--- config.mk ---
export PLATFORM = sky130hd
export DESIGN_NAME = fifo_display_reader
export DESIGN_NICKNAME = d
export VERILOG_FILES = /design/src/rtl/display_pkg.sv /design/src/rtl/raster_timing_gen.sv /design/src/rtl/fifo_display_reader.sv
export SDC_FILE = /design/constraint.sdc
export NUM_CORES = 1
export LEC_CHECK = 0
export ABC_AREA = 0
export CAP_MARGIN = 10
export CORE_MARGIN = 1
export CORE_UTILIZATION = 44
export CTS_BUF_LIST = sky130_fd_sc_hd__clkbuf_4
export DETAILED_ROUTE_END_ITERATION = 10
export PLACE_DENSITY = 0.87
export SLEW_MARGIN = 40
export SYNTH_ARGS = -nofsm -noshare
export SYNTH_HDL_FRONTEND = slang
export SYNTH_SLANG_ARGS = --single-unit
export TNS_END_PERCENT = 5
--- constraint.sdc ---
create_clock -name clk -period 2.8 [get_ports clk]
set_input_delay 0.56 -clock clk [delete_from_list [all_inputs] [get_ports clk]]
set_output_delay 0.56 -clock clk [all_outputs]
set_load 0.05 [all_outputs]
--- src/rtl/display_pkg.sv ---
// Shared types and default raster constants for the pixel FIFO display reader.
package display_pkg;

  localparam int PIXEL_W      = 24;

  localparam int H_ACTIVE     = 80;
  localparam int H_FRONT      = 4;
  localparam int H_SYNC       = 8;
  localparam int H_BACK       = 4;
  localparam int H_TOTAL      = H_ACTIVE + H_FRONT + H_SYNC + H_BACK;

  localparam int V_ACTIVE     = 60;
  localparam int V_FRONT      = 1;
  localparam int V_SYNC       = 2;
  localparam int V_BACK       = 2;
  localparam int V_TOTAL      = V_ACTIVE + V_FRONT + V_SYNC + V_BACK;

  localparam int FRAME_PIXELS = H_ACTIVE * V_ACTIVE;

  typedef enum logic {
    WAIT_FILL = 1'b0,
    RUN       = 1'b1
  } state_t;

endpackage

--- src/rtl/raster_timing_gen.sv ---
// Free-running horizontal/vertical raster counters with raw (unregistered) timing flags.
module raster_timing_gen
  import display_pkg::*;
#(
  parameter int H_ACT = H_ACTIVE,
  parameter int H_FP  = H_FRONT,
  parameter int H_SW  = H_SYNC,
  parameter int H_BP  = H_BACK,
  parameter int V_ACT = V_ACTIVE,
  parameter int V_FP  = V_FRONT,
  parameter int V_SW  = V_SYNC,
  parameter int V_BP  = V_BACK
) (
  input  logic clk,
  input  logic rst,
  input  logic en,
  output logic active,
  output logic hsync_raw,
  output logic vsync_raw,
  output logic last_pixel
);

  localparam int H_TOT = H_ACT + H_FP + H_SW + H_BP;
  localparam int V_TOT = V_ACT + V_FP + V_SW + V_BP;
  localparam int HW    = $clog2(H_TOT);
  localparam int VW    = $clog2(V_TOT);

  logic [HW-1:0] hcnt;
  logic [VW-1:0] vcnt;
  logic          h_end;
  logic          v_end;

  assign h_end = (hcnt == HW'(H_TOT - 1));
  assign v_end = (vcnt == VW'(V_TOT - 1));

  // NOTE: sequential state uses non-blocking assignments and an asynchronous
  // active-low reset in the sensitivity list, so every flop clears without a clock.
  always_ff @(posedge clk or negedge rst) begin
    if (!rst) begin
      hcnt <= '0;
      vcnt <= '0;
    end else if (!en) begin
      hcnt <= '0;
      vcnt <= '0;
    end else if (h_end) begin
      hcnt <= '0;
      vcnt <= v_end ? '0 : vcnt + VW'(1);
    end else begin
      hcnt <= hcnt + HW'(1);
    end
  end

  // Gated by en: the held-at-zero counters would otherwise look like pixel (0,0).
  assign active     = en && (hcnt < HW'(H_ACT)) && (vcnt < VW'(V_ACT));
  assign hsync_raw  = en && (hcnt >= HW'(H_ACT + H_FP)) && (hcnt < HW'(H_ACT + H_FP + H_SW));
  assign vsync_raw  = en && (vcnt >= VW'(V_ACT + V_FP)) && (vcnt < VW'(V_ACT + V_FP + V_SW));
  assign last_pixel = en && (hcnt == HW'(H_ACT - 1)) && (vcnt == VW'(V_ACT - 1));

endmodule

--- src/rtl/fifo_display_reader.sv ---
// Drains RGB words from the pixel FIFO and emits a raster stream with DE and active-high syncs.
module fifo_display_reader
  import display_pkg::*;
(
  input  logic               clk,
  input  logic               rst,
  input  logic [PIXEL_W-1:0] fifo_dout,
  input  logic               fifo_empty,
  input  logic               fifo_full,
  input  logic               src_done,
  output logic               REN,
  output logic [PIXEL_W-1:0] pixel,
  output logic               de,
  output logic               hsync,
  output logic               vsync,
  output logic               frame_done,
  output logic               underflow
);

  state_t state;
  state_t state_next;
  logic   active;
  logic   hsync_raw;
  logic   vsync_raw;
  logic   last_pixel;
  logic   rd_valid;

  always_ff @(posedge clk or negedge rst) begin
    if (!rst) state <= WAIT_FILL;
    else      state <= state_next;
  end

  // NOTE: a combinational block assigns a default to every output first so
  // no path through it can leave a value held, which would infer a latch.
  always_comb begin
    state_next = state;
    case (state)
      WAIT_FILL: if (fifo_full || src_done) state_next = RUN;
      RUN:       state_next = RUN;
      default:   state_next = WAIT_FILL;
    endcase
  end

  raster_timing_gen u_timing (
    .clk        (clk),
    .rst        (rst),
    .en         (state == RUN),
    .active     (active),
    .hsync_raw  (hsync_raw),
    .vsync_raw  (vsync_raw),
    .last_pixel (last_pixel)
  );

  assign REN = active & ~fifo_empty;

  always_ff @(posedge clk or negedge rst) begin
    if (!rst) begin
      de         <= 1'b0;
      hsync      <= 1'b0;
      vsync      <= 1'b0;
      frame_done <= 1'b0;
      rd_valid   <= 1'b0;
      underflow  <= 1'b0;
    end else begin
      de         <= active;
      hsync      <= hsync_raw;
      vsync      <= vsync_raw;
      frame_done <= last_pixel;
      rd_valid   <= REN;
      if (active && fifo_empty) underflow <= 1'b1;
    end
  end

  // FIFO read data arrives one cycle after REN, the same cycle the registered
  // de goes out; a starved active pixel shows black instead of stale data.
  assign pixel = rd_valid ? fifo_dout : '0;

endmodule

==> flow_metrics.env, run 1 <==
export IMPL_regArea_um2=526
export IMPL_clkLatencyLatePin_ps=310
export IMPL_syn_nets=161
export IMPL_wl_per_cell_um=13.1
export IMPL_synth_top_family_by_area="simple AND/OR/NAND/NOR gates"
export IMPL_grt_pass1_vias=946
export IMPL_detail_route_antenna_nets=0
export IMPL_hold_path_class="reg -> reg"
export IMPL_synth_flop_cell="dfrtp_1"
export IMPL_period_share=0.757
export IMPL_clock_sinks=21
export IMPL_fillCellCount=194
export IMPL_p_seq_frac=0.388
export IMPL_status="completed"
export IMPL_final_nets=221
export IMPL_cp_top_family="flip-flops"
export IMPL_crit_buf_inv=1
export IMPL_grt_pass1_wl_um=4130
export IMPL_tns_ps=0
export IMPL_syn_cell_area_um2=1180
export IMPL_drive_gt1_frac=0.176
export IMPL_p_per_area_nw_per_um2=662
export IMPL_wl_met2_um=1370
export IMPL_tritoncts="built"
export IMPL_met3_wirelength_um=285
export IMPL_cpPeakStageDelay_ps=470
export IMPL_tightest_slew_ps=506
export IMPL_pwr_share_clk=0.129
export IMPL_synth_cell_types=33
export IMPL_cts_buffers=3
export IMPL_setup_viol=0
export IMPL_synth_edff_count=0
export IMPL_p_leak_nw=0.766
export IMPL_ys_top_cells_by_count="and2_1 (26), dfrtp_1 (21), nand2_1 (13)"
export IMPL_ios=59
export IMPL_cts_root_buffer="clkbuf_4"
export IMPL_rows=18
export IMPL_fmax_mhz=472
export IMPL_crit_chain="o21ai_0 -> nand2_1 -> nor3_1 -> buf_4"
export IMPL_antennaDiodeCount=0
export IMPL_cp_arrival_ps=1560
export IMPL_drc=0
export IMPL_dp_cells=213
export IMPL_vias=1120
export IMPL_relSlewSlack=0.662
export IMPL_synthXorXnorAreaFrac=0.0372
export IMPL_instances_no_fill=217
export IMPL_drt_initial_drc_count=28
export IMPL_whs_ps=467
export IMPL_synth_mux_area_frac=0
export IMPL_place_congestion=0.892
export IMPL_ys_warn_count=0
export IMPL_hold_viol_final=0
export IMPL_die_y_um=53.8
export IMPL_core_area_um2=2500
export IMPL_htreeDepth=1
export IMPL_yosysTopAreaCell="dfrtp_1"
export IMPL_synth_area_top_cells="dfrtp_1 (45%), and2_1 (14%), ha_1 (4.2%)"
export IMPL_yosysSeqAreaShare=0.446
export IMPL_clockBufferDepth=2
export IMPL_combPwrFrac=0.483
export IMPL_port_buffers=58
export IMPL_grt_usage=0.204
export IMPL_pre_cts_ws_ps=678
export IMPL_synthArstFlopShare=1.00
export IMPL_synth_adder_area_share=0.0425
export IMPL_cts_hold_buffers=0
export IMPL_antenna_found_initial=0
export IMPL_maxCapViolations=0
export IMPL_crit_fanout=6
export IMPL_min_period_ps=2120
export IMPL_synth_compound_area_frac=0.0892
export IMPL_cts_clk_slew_worst_paths_ps=120
export IMPL_routed_wirelength_um=2840
export IMPL_via_per_inst=5.16
export IMPL_cts_repair_resized=0
export IMPL_critPathSlowestCell="dfrtp_1"
export IMPL_avgSynthCellArea_um2=9.21
export IMPL_power_w=0.00116
export IMPL_die_x_um=53.8
export IMPL_synthSimpleGateAreaFrac=0.358
export IMPL_fin_skew_ps=8.13
export IMPL_dpl_hpwl_um=2280
export IMPL_multiInputGateArea_um2=621
export IMPL_start_kind="flip-flop"
export IMPL_worst_setup_path_type="reg -> out"
export IMPL_synth_most_common_cell="and2_1"
export IMPL_worst_slack_ps=681
export IMPL_rsz0062_at_grt="false"
export IMPL_grt_max_degree=25
export IMPL_slew_viol_final=0
export IMPL_crit_path_end_kind="primary output"
export IMPL_wl_met1_um=1150
export IMPL_start_util=0.471
export IMPL_required_ps=2240
export IMPL_top_layer_used="met4"
export IMPL_overflow=0
export IMPL_p_switching_w=0.000514
export IMPL_syn_to_final_growth_pct=49.2
export IMPL_internal_power_w=0.000650
export IMPL_ys_ff_latch=21
export IMPL_synthCells=128
export IMPL_post_cts_setup_buffers=0
export IMPL_synth_top_cell_area_share=0.446
export IMPL_dieArea_um2=2890
export IMPL_peakVddDrop_uv=637
export IMPL_swShare=0.441
export IMPL_dr_pass1_iters=4
==> routing by layer <==
layer,up-vias,track usage
li1,553,-
met4,0,0.0658
met5,-,0
met2,50,0.358
met3,5,0.0367
met1,512,0.250
==> cell usage in the layout (no fill, tap or decap), drive strengths merged, types with 2 or more instances in the layout <==
cell type,instances
nor3,3
buf,27
or3,2
a21boi,2
nand3,6
clkdlybuf4s50,33
o22ai,2
nand2b,4
and3,2
dfrtp,21
nor2,6
and2,26
a21oi,6
or2,2
inv,3
ha,4
xor2,2
xnor2,3
nand3b,2
nand2,13
clkbuf,3
nand4,2
o32ai,3
==> kinds of logic (layout without fill, tap and decap cells) <==
| kind of cell | after synthesis | after routing |
|---|---|---|
| xor gates and xnor gates | 5 | 5 |
| DFF | 21 | 21 |
| adders and majority gates | 4 | 4 |
| AOI/OAI and AO/OA | 16 | 16 |
| and+or+nand+nor | 74 | 74 |
| buffers and inverters | 8 | 67 |
==> registers in the layout, indices dropped and copies added (netlist names) <==
| signal | flops |
|---|---|
| u_timing.hcnt | 7 |
| rd_valid | 1 |
| state | 1 |
| vsync | 1 |
| underflow | 1 |
| u_timing.vcnt | 7 |
| de | 1 |
| frame_done | 1 |
| hsync | 1 |
==> per-stage QoR <==
step,utilization,instance area [um2]
2_1_floorplan,-,1180
3_3_place_gp,0.691,1730
3_5_place_dp,0.691,1730
4_1_cts,0.703,1760
5_1_grt,0.703,1760
6_report,0.703,1760
==> final timing paths <==
path | slack (ps) | start | endpoint | cells after the start
hold / removal | 470 | u_timing.hcnt[0] | u_timing.hcnt[0] | 1
setup reg to reg | 1080 | u_timing.vcnt[0] | u_timing.vcnt[3] | 6
setup / recovery | 680 | u_timing.hcnt[4] | REN | 4
hold reg to reg | 470 | u_timing.hcnt[0] | u_timing.hcnt[0] | 1
min in group asynchronous | 560 | rst | u_timing.hcnt[1] | 2
max in group asynchronous | 2020 | rst | u_timing.vcnt[6] | 2
==> cell type report <==
type,instances,area share
multi-input cells,99,0.353
repair buffers,60,0.303
flip-flops and latches,21,0.299
well taps,30,0.0214
clock buffers,3,0.0128
inverters,3,0.00641
clock inverters,1,0.00427
==> power by group through the flow <==
stage	registers (W)	clock network [W]	logic (W)
6_report	0.000452	0.000150	0.000562
5_1_grt	0.000463	0.000167	0.000608
4_1_cts	0.000452	0.000157	0.000565
3_5_place_dp	0.000458	0	0.000564
3_3_place_gp	0.000453	0	0.000557
2_1_floorplan	0.000457	0	0.000384
No activity file was read; power rests on OpenSTA's default activity.
==> run 2: changes to the inputs <==
--- a/config.mk
+++ b/config.mk
@@ -8,10 +8,10 @@
 export ABC_AREA = 0
 export CAP_MARGIN = 10
 export CORE_MARGIN = 1
-export CORE_UTILIZATION = 44
+export CORE_UTILIZATION = 37
 export CTS_BUF_LIST = sky130_fd_sc_hd__clkbuf_4
 export DETAILED_ROUTE_END_ITERATION = 10
-export PLACE_DENSITY = 0.87
+export PLACE_DENSITY = 0.78
 export SLEW_MARGIN = 40
 export SYNTH_ARGS = -nofsm -noshare
 export SYNTH_HDL_FRONTEND = slang
==> constraint.sdc (replaced) <==
create_clock -name clk -period 1.8 [get_ports clk]
set_input_delay 0.36 -clock clk [delete_from_list [all_inputs] [get_ports clk]]
set_output_delay 0.36 -clock clk [all_outputs]
set_load 0.05 [all_outputs]
==> run 2 against run 1 <==
- the run now ends with negative setup slack left
- critical path type unchanged
- final cell count is 7.8% higher
- clock power up 67%
- worst setup slack worse by 720 ps
==> flow_metrics.env, run 2 (same netlist as run 1, synthesis figures left out) <==
export IMPL_core_area_um2=3030
export IMPL_dr_pass1_iters=4
export IMPL_via_per_inst=5.09
export IMPL_required_ps=1440
export IMPL_grt_pass1_vias=1148
export IMPL_final_nets=224
export IMPL_layout_common_cells="clkdlybuf4s50_1 (28), and2_1 (26), buf_12 (25), dfrtp_1 (18), nand2_1 (12)"
export IMPL_tightest_slew_ps=414
export IMPL_cp_top_family="simple AND/OR/NAND/NOR gates"
export IMPL_cp_arrival_ps=1480
export IMPL_p_per_area_nw_per_um2=1010
export IMPL_grt_usage=0.223
export IMPL_maxCapViolations=0
export IMPL_p_switching_w=0.000879
export IMPL_drive_gt1_frac=0.242
export IMPL_p_leak_nw=0.881
export IMPL_wl_per_cell_um=15.5
export IMPL_ios=59
export IMPL_whs_ps=369
export IMPL_vias=1190
export IMPL_die_x_um=58.4
export IMPL_internal_power_w=0.00125
export IMPL_worst_slack_ps=-39.3
export IMPL_start_util=0.389
export IMPL_htreeDepth=1
export IMPL_port_buffers=58
export IMPL_rsz0062_at_grt="true"
export IMPL_tritoncts="built"
export IMPL_dp_cells=229
export IMPL_tns_ps=-39.3
export IMPL_die_y_um=58.4
export IMPL_antenna_found_initial=0
export IMPL_cts_root_buffer="clkbuf_4"
export IMPL_setup_viol=1
export IMPL_violations="negative setup slack"
export IMPL_grt_max_degree=25
export IMPL_instances_no_fill=234
export IMPL_hold_path_class="in -> async"
export IMPL_detail_route_antenna_nets=0
export IMPL_p_seq_frac=0.320
export IMPL_grt_pass1_wl_um=5650
export IMPL_cts_clk_slew_worst_paths_ps=120
export IMPL_fin_skew_ps=3.21
export IMPL_period_share=1.02
export IMPL_worst_setup_path_type="reg -> out"
export IMPL_clock_sinks=21
export IMPL_antennaDiodeCount=0
export IMPL_relSlewSlack=0.717
export IMPL_crit_path_end_kind="primary output"
export IMPL_clockBufferDepth=2
export IMPL_rows=20
export IMPL_crit_fanout=8
export IMPL_start_kind="flip-flop"
export IMPL_dieArea_um2=3420
export IMPL_slew_viol_final=0
export IMPL_drc=0
export IMPL_pwr_share_clk=0.118
export IMPL_reg_largest_list="u_timing.hcnt: 7 flops, u_timing.vcnt: 7 flops"
export IMPL_routed_wirelength_um=3640
export IMPL_syn_to_final_growth_pct=79.5
export IMPL_final_common_cell="clkdlybuf4s50_1"
export IMPL_pre_cts_ws_ps=165
export IMPL_peakVddDrop_uv=551
export IMPL_cpPeakStageDelay_ps=470
export IMPL_drt_initial_drc_count=44
export IMPL_critPathSlowestCell="dfrtp_2"
export IMPL_combPwrFrac=0.562
export IMPL_crit_chain="nand4_1 -> nand2_1 -> nor3_4 -> buf_12"
export IMPL_hold_viol_final=0
export IMPL_fmax_mhz=544
export IMPL_overflow=0
export IMPL_crit_buf_inv=1
export IMPL_cts_hold_buffers=0
export IMPL_dpl_hpwl_um=2900
export IMPL_place_congestion=0.812
export IMPL_swShare=0.413
export IMPL_min_period_ps=1840
export IMPL_clkLatencyLatePin_ps=320
export IMPL_status="finished, violations left"
export IMPL_cts_buffers=3
-- run 2: changes by cell type in the layout (fill, tap and decap cells not counted), moves of 3 or more --
cell,before,now
buf_12,0,25
buf_4,27,10
clkdlybuf4s50_1,33,28
dfrtp_1,21,18
dfrtp_2,0,3
-- run 2: per-stage QoR --
stage	cell area [um2]	util	power, W
final	2120	0.699	0.00213
after global routing	2120	0.699	0.00223
after CTS	2110	0.698	0.00214
after detailed placement	2070	0.682	0.00186
after global placement	2070	0.682	0.00182
after floorplan	1180	-	0.00131
-- run 2: repair_timing --
| action | CTS | global route |
|---|---|---|
| endpoints found under the setup margin | 1 | 26 |
| gates resized for setup | 3 | 2 |
| pin swaps | 0 | 1 |
| setup buffers | 1 | 0 |
-- run 2: worst paths after layout --
path | slack [ps] | cells after the start | endpoint | start
max in group asynchronous | 1200 | 2 | u_timing.hcnt[4] | rst
worst min-delay path | 370 | 2 | state | rst
worst min register to register | 480 | 1 | u_timing.hcnt[0] | u_timing.hcnt[0]
worst max-delay path | -40 | 4 | REN | u_timing.vcnt[2]
worst max register to register | 200 | 6 | u_timing.vcnt[3] | u_timing.vcnt[0]
min in group clk | 480 | 1 | u_timing.hcnt[0] | u_timing.hcnt[0]
-- run 2: worst register-to-register path, cell delays in order (launching register included) --
cell	delay, ps
dfrtp_1	400
inv_1	90
ha_1	150
nor4b_1	240
nand3b_1	280
nand2_2	220
o32ai_1	110
-- run 2: routing by layer --
layer / vias up / wire, um / global-route usage
met4: 0 / 57 / 0.0714
met3: 7 / 304 / 0.0440
li1: 560 / - / -
met2: 68 / 1850 / 0.409
met5: - / 0 / 0
met1: 555 / 1420 / 0.262
-- run 2: layout make-up --
class | instances | area [um2]
Clock buffer | 4 | 30.0
Fill cell | 229 | 912
Inverter | 3 | 11.3
Multi-Input combinational cell | 99 | 634
Sequential cell | 21 | 529
Tap cell | 44 | 55.1
Timing Repair Buffer | 63 | 856
-- run 2: power by group through the flow --
| stage | clock network (W) | logic (W) | registers (W) |
|---|---|---|---|
| floorplan | 0 | 0.000600 | 0.000710 |
| global placement | 0 | 0.00113 | 0.000691 |
| detailed placement | 0 | 0.00116 | 0.000705 |
| CTS | 0.000255 | 0.00120 | 0.000680 |
| global route | 0.000271 | 0.00126 | 0.000697 |
| finish | 0.000251 | 0.00120 | 0.000680 |
==> run 3: changes to the inputs <==
--- a/config.mk
+++ b/config.mk
@@ -8,10 +8,10 @@
 export ABC_AREA = 0
 export CAP_MARGIN = 10
 export CORE_MARGIN = 1
-export CORE_UTILIZATION = 37
+export CORE_UTILIZATION = 41
 export CTS_BUF_LIST = sky130_fd_sc_hd__clkbuf_4
 export DETAILED_ROUTE_END_ITERATION = 10
-export PLACE_DENSITY = 0.78
+export PLACE_DENSITY = 0.82
 export SLEW_MARGIN = 40
 export SYNTH_ARGS = -nofsm -noshare
 export SYNTH_HDL_FRONTEND = slang
==> constraint.sdc (replaced) <==
create_clock -name clk -period 2 [get_ports clk]
set_input_delay 0.4 -clock clk [delete_from_list [all_inputs] [get_ports clk]]
set_output_delay 0.4 -clock clk [all_outputs]
set_load 0.05 [all_outputs]
==> run 3 against run 2 <==
- the flow now finishes without violations
- highest routed layer unchanged
- core utilization rose by 6.3 points
- critical path type unchanged
- sequential cell count did not move
- combinational power fell by 16%
- via count fell by 2.6%
- largest cell class unchanged
- non-clock buffer count fell by 3
==> flow_metrics.env, run 3 (same netlist as run 1, synthesis figures left out) <==
export IMPL_status="completed"
export IMPL_die_y_um=55.6
export IMPL_final_common_cell="clkdlybuf4s50_1"
export IMPL_slew_viol_final=0
export IMPL_cpPeakStageDelay_ps=470
export IMPL_detail_route_antenna_nets=0
export IMPL_cp_arrival_ps=1470
export IMPL_clockBufferDepth=2
export IMPL_layout_common_cells="clkdlybuf4s50_1 (33), and2_1 (26), buf_12 (25), dfrtp_1 (20), nand2_1 (13)"
export IMPL_via_per_inst=5.32
export IMPL_cts_root_buffer="clkbuf_4"
export IMPL_htreeDepth=1
export IMPL_fmax_mhz=534
export IMPL_drt_initial_drc_count=41
export IMPL_grt_usage=0.224
export IMPL_grt_pass1_vias=1081
export IMPL_cts_buffers=3
export IMPL_port_buffers=58
export IMPL_ios=59
export IMPL_p_leak_nw=0.861
export IMPL_overflow=0
export IMPL_multiInputGateArea_um2=632
export IMPL_relSlewSlack=0.653
export IMPL_min_period_ps=1870
export IMPL_wl_per_cell_um=15.1
export IMPL_start_util=0.431
export IMPL_antenna_found_initial=0
export IMPL_clock_sinks=21
export IMPL_grt_pass1_wl_um=5380
export IMPL_crit_fanout=6
export IMPL_dpl_cell_area_um2=2050
export IMPL_setup_viol=0
export IMPL_cp_top_family="flip-flops"
export IMPL_tritoncts="built"
export IMPL_fillCellCount=194
export IMPL_place_congestion=0.874
export IMPL_regArea_um2=527
export IMPL_combPwrFrac=0.546
export IMPL_pwr_share_clk=0.111
export IMPL_final_nets=221
export IMPL_reg_largest_list="u_timing.hcnt: 7 flops, u_timing.vcnt: 7 flops"
export IMPL_antennaDiodeCount=0
export IMPL_core_area_um2=2730
export IMPL_routed_wirelength_um=3290
export IMPL_post_cts_setup_buffers=0
export IMPL_crit_buf_inv=1
export IMPL_worst_setup_path_type="reg -> out"
export IMPL_vias=1159
export IMPL_cts_clk_slew_worst_paths_ps=110
export IMPL_p_switching_w=0.000773
export IMPL_required_ps=1600
export IMPL_syn_to_final_growth_pct=76.6
export IMPL_clkLatencyLatePin_ps=310
export IMPL_fin_area_um2=2080
export IMPL_hold_path_class="in -> async"
export IMPL_internal_power_w=0.00109
export IMPL_tns_ps=0
export IMPL_critPathSlowestCell="dfrtp_2"
export IMPL_tightest_slew_ps=518
export IMPL_rows=19
export IMPL_period_share=0.936
export IMPL_rsz0062_at_grt="false"
export IMPL_swShare=0.416
export IMPL_dieArea_um2=3090
export IMPL_drive_gt1_frac=0.187
export IMPL_dr_pass1_iters=4
export IMPL_drc=0
export IMPL_p_per_area_nw_per_um2=893
export IMPL_hold_viol_final=0
export IMPL_peakVddDrop_uv=704
export IMPL_maxCapViolations=0
export IMPL_crit_chain="o21ai_0 -> nand2_1 -> nor3_4 -> buf_12"
export IMPL_start_kind="flip-flop"
export IMPL_p_seq_frac=0.343
export IMPL_grt_max_degree=25
export IMPL_dpl_hpwl_um=2650
export IMPL_fin_skew_ps=2.42
export IMPL_crit_path_end_kind="primary output"
export IMPL_die_x_um=55.6
export IMPL_cts_hold_buffers=0
==> run 3: cell count changes in the layout (fill, tap and decap cells not counted) <==
cell,previous run,this run
buf_4,10,2
clkbuf_4,4,3
clkdlybuf4s50_1,28,33
clkinv_2,0,1
dfrtp_1,18,20
dfrtp_2,3,1
nand2_1,12,13
nand2_2,1,0
==> run 3: final timing paths <==
path / to / startpoint / slack (ps) / depth (start not counted)
worst max-delay path: REN / u_timing.hcnt[4] / 130 / 4
worst min-delay path: u_timing.vcnt[4] / rst / 410 / 2
worst max register to register: u_timing.vcnt[6] / u_timing.vcnt[1] / 170 / 6
worst min register to register: underflow / underflow / 470 / 1
max in group asynchronous: u_timing.hcnt[4] / rst / 1360 / 2
min in group clk: underflow / underflow / 470 / 1
==> run 3: through the flow <==
step	total power (W)	util	hold WS, ps	setup WS (ps)	cells
global route	0.00196	0.762	432	18.6	218
global placement	0.00162	0.749	443	295	214
floorplan	0.00118	-	104	301	128
detailed placement	0.00166	0.749	448	250	214
finish	0.00186	0.762	411	129	218
CTS	0.00186	0.759	419	27.8	218
==> run 3: power groups by stage <==
stage | sequential, W | combinational [W] | clock [W]
after CTS | 0.000635 | 0.00102 | 0.000206
after global routing | 0.000658 | 0.00107 | 0.000231
after floorplan | 0.000639 | 0.000540 | 0
after global placement | 0.000634 | 0.000987 | 0
final | 0.000637 | 0.00101 | 0.000207
after detailed placement | 0.000644 | 0.00102 | 0
==> run 3: routing by layer <==
metal | track usage | wire (um) | vias up
met4 | 0.0536 | 36 | 0
met2 | 0.387 | 1620 | 72
li1 | - | - | 555
met1 | 0.292 | 1380 | 526
met5 | 0 | 0 | -
met3 | 0.0395 | 256 | 6
==> run 3: timing repair <==
item	in CTS	in global routing
hold endpoints to repair	0	0
setup endpoints to repair	0	1
resized for setup	0	2
==> run 3: layout make-up <==
type / count / area share
sequential: 21 / 0.253
tap: 31 / 0.0186
timing repair buffer: 60 / 0.406
multi-input combinational: 99 / 0.303
clock buffer: 3 / 0.0108
inverter: 3 / 0.00541
clock inverter: 1 / 0.00240
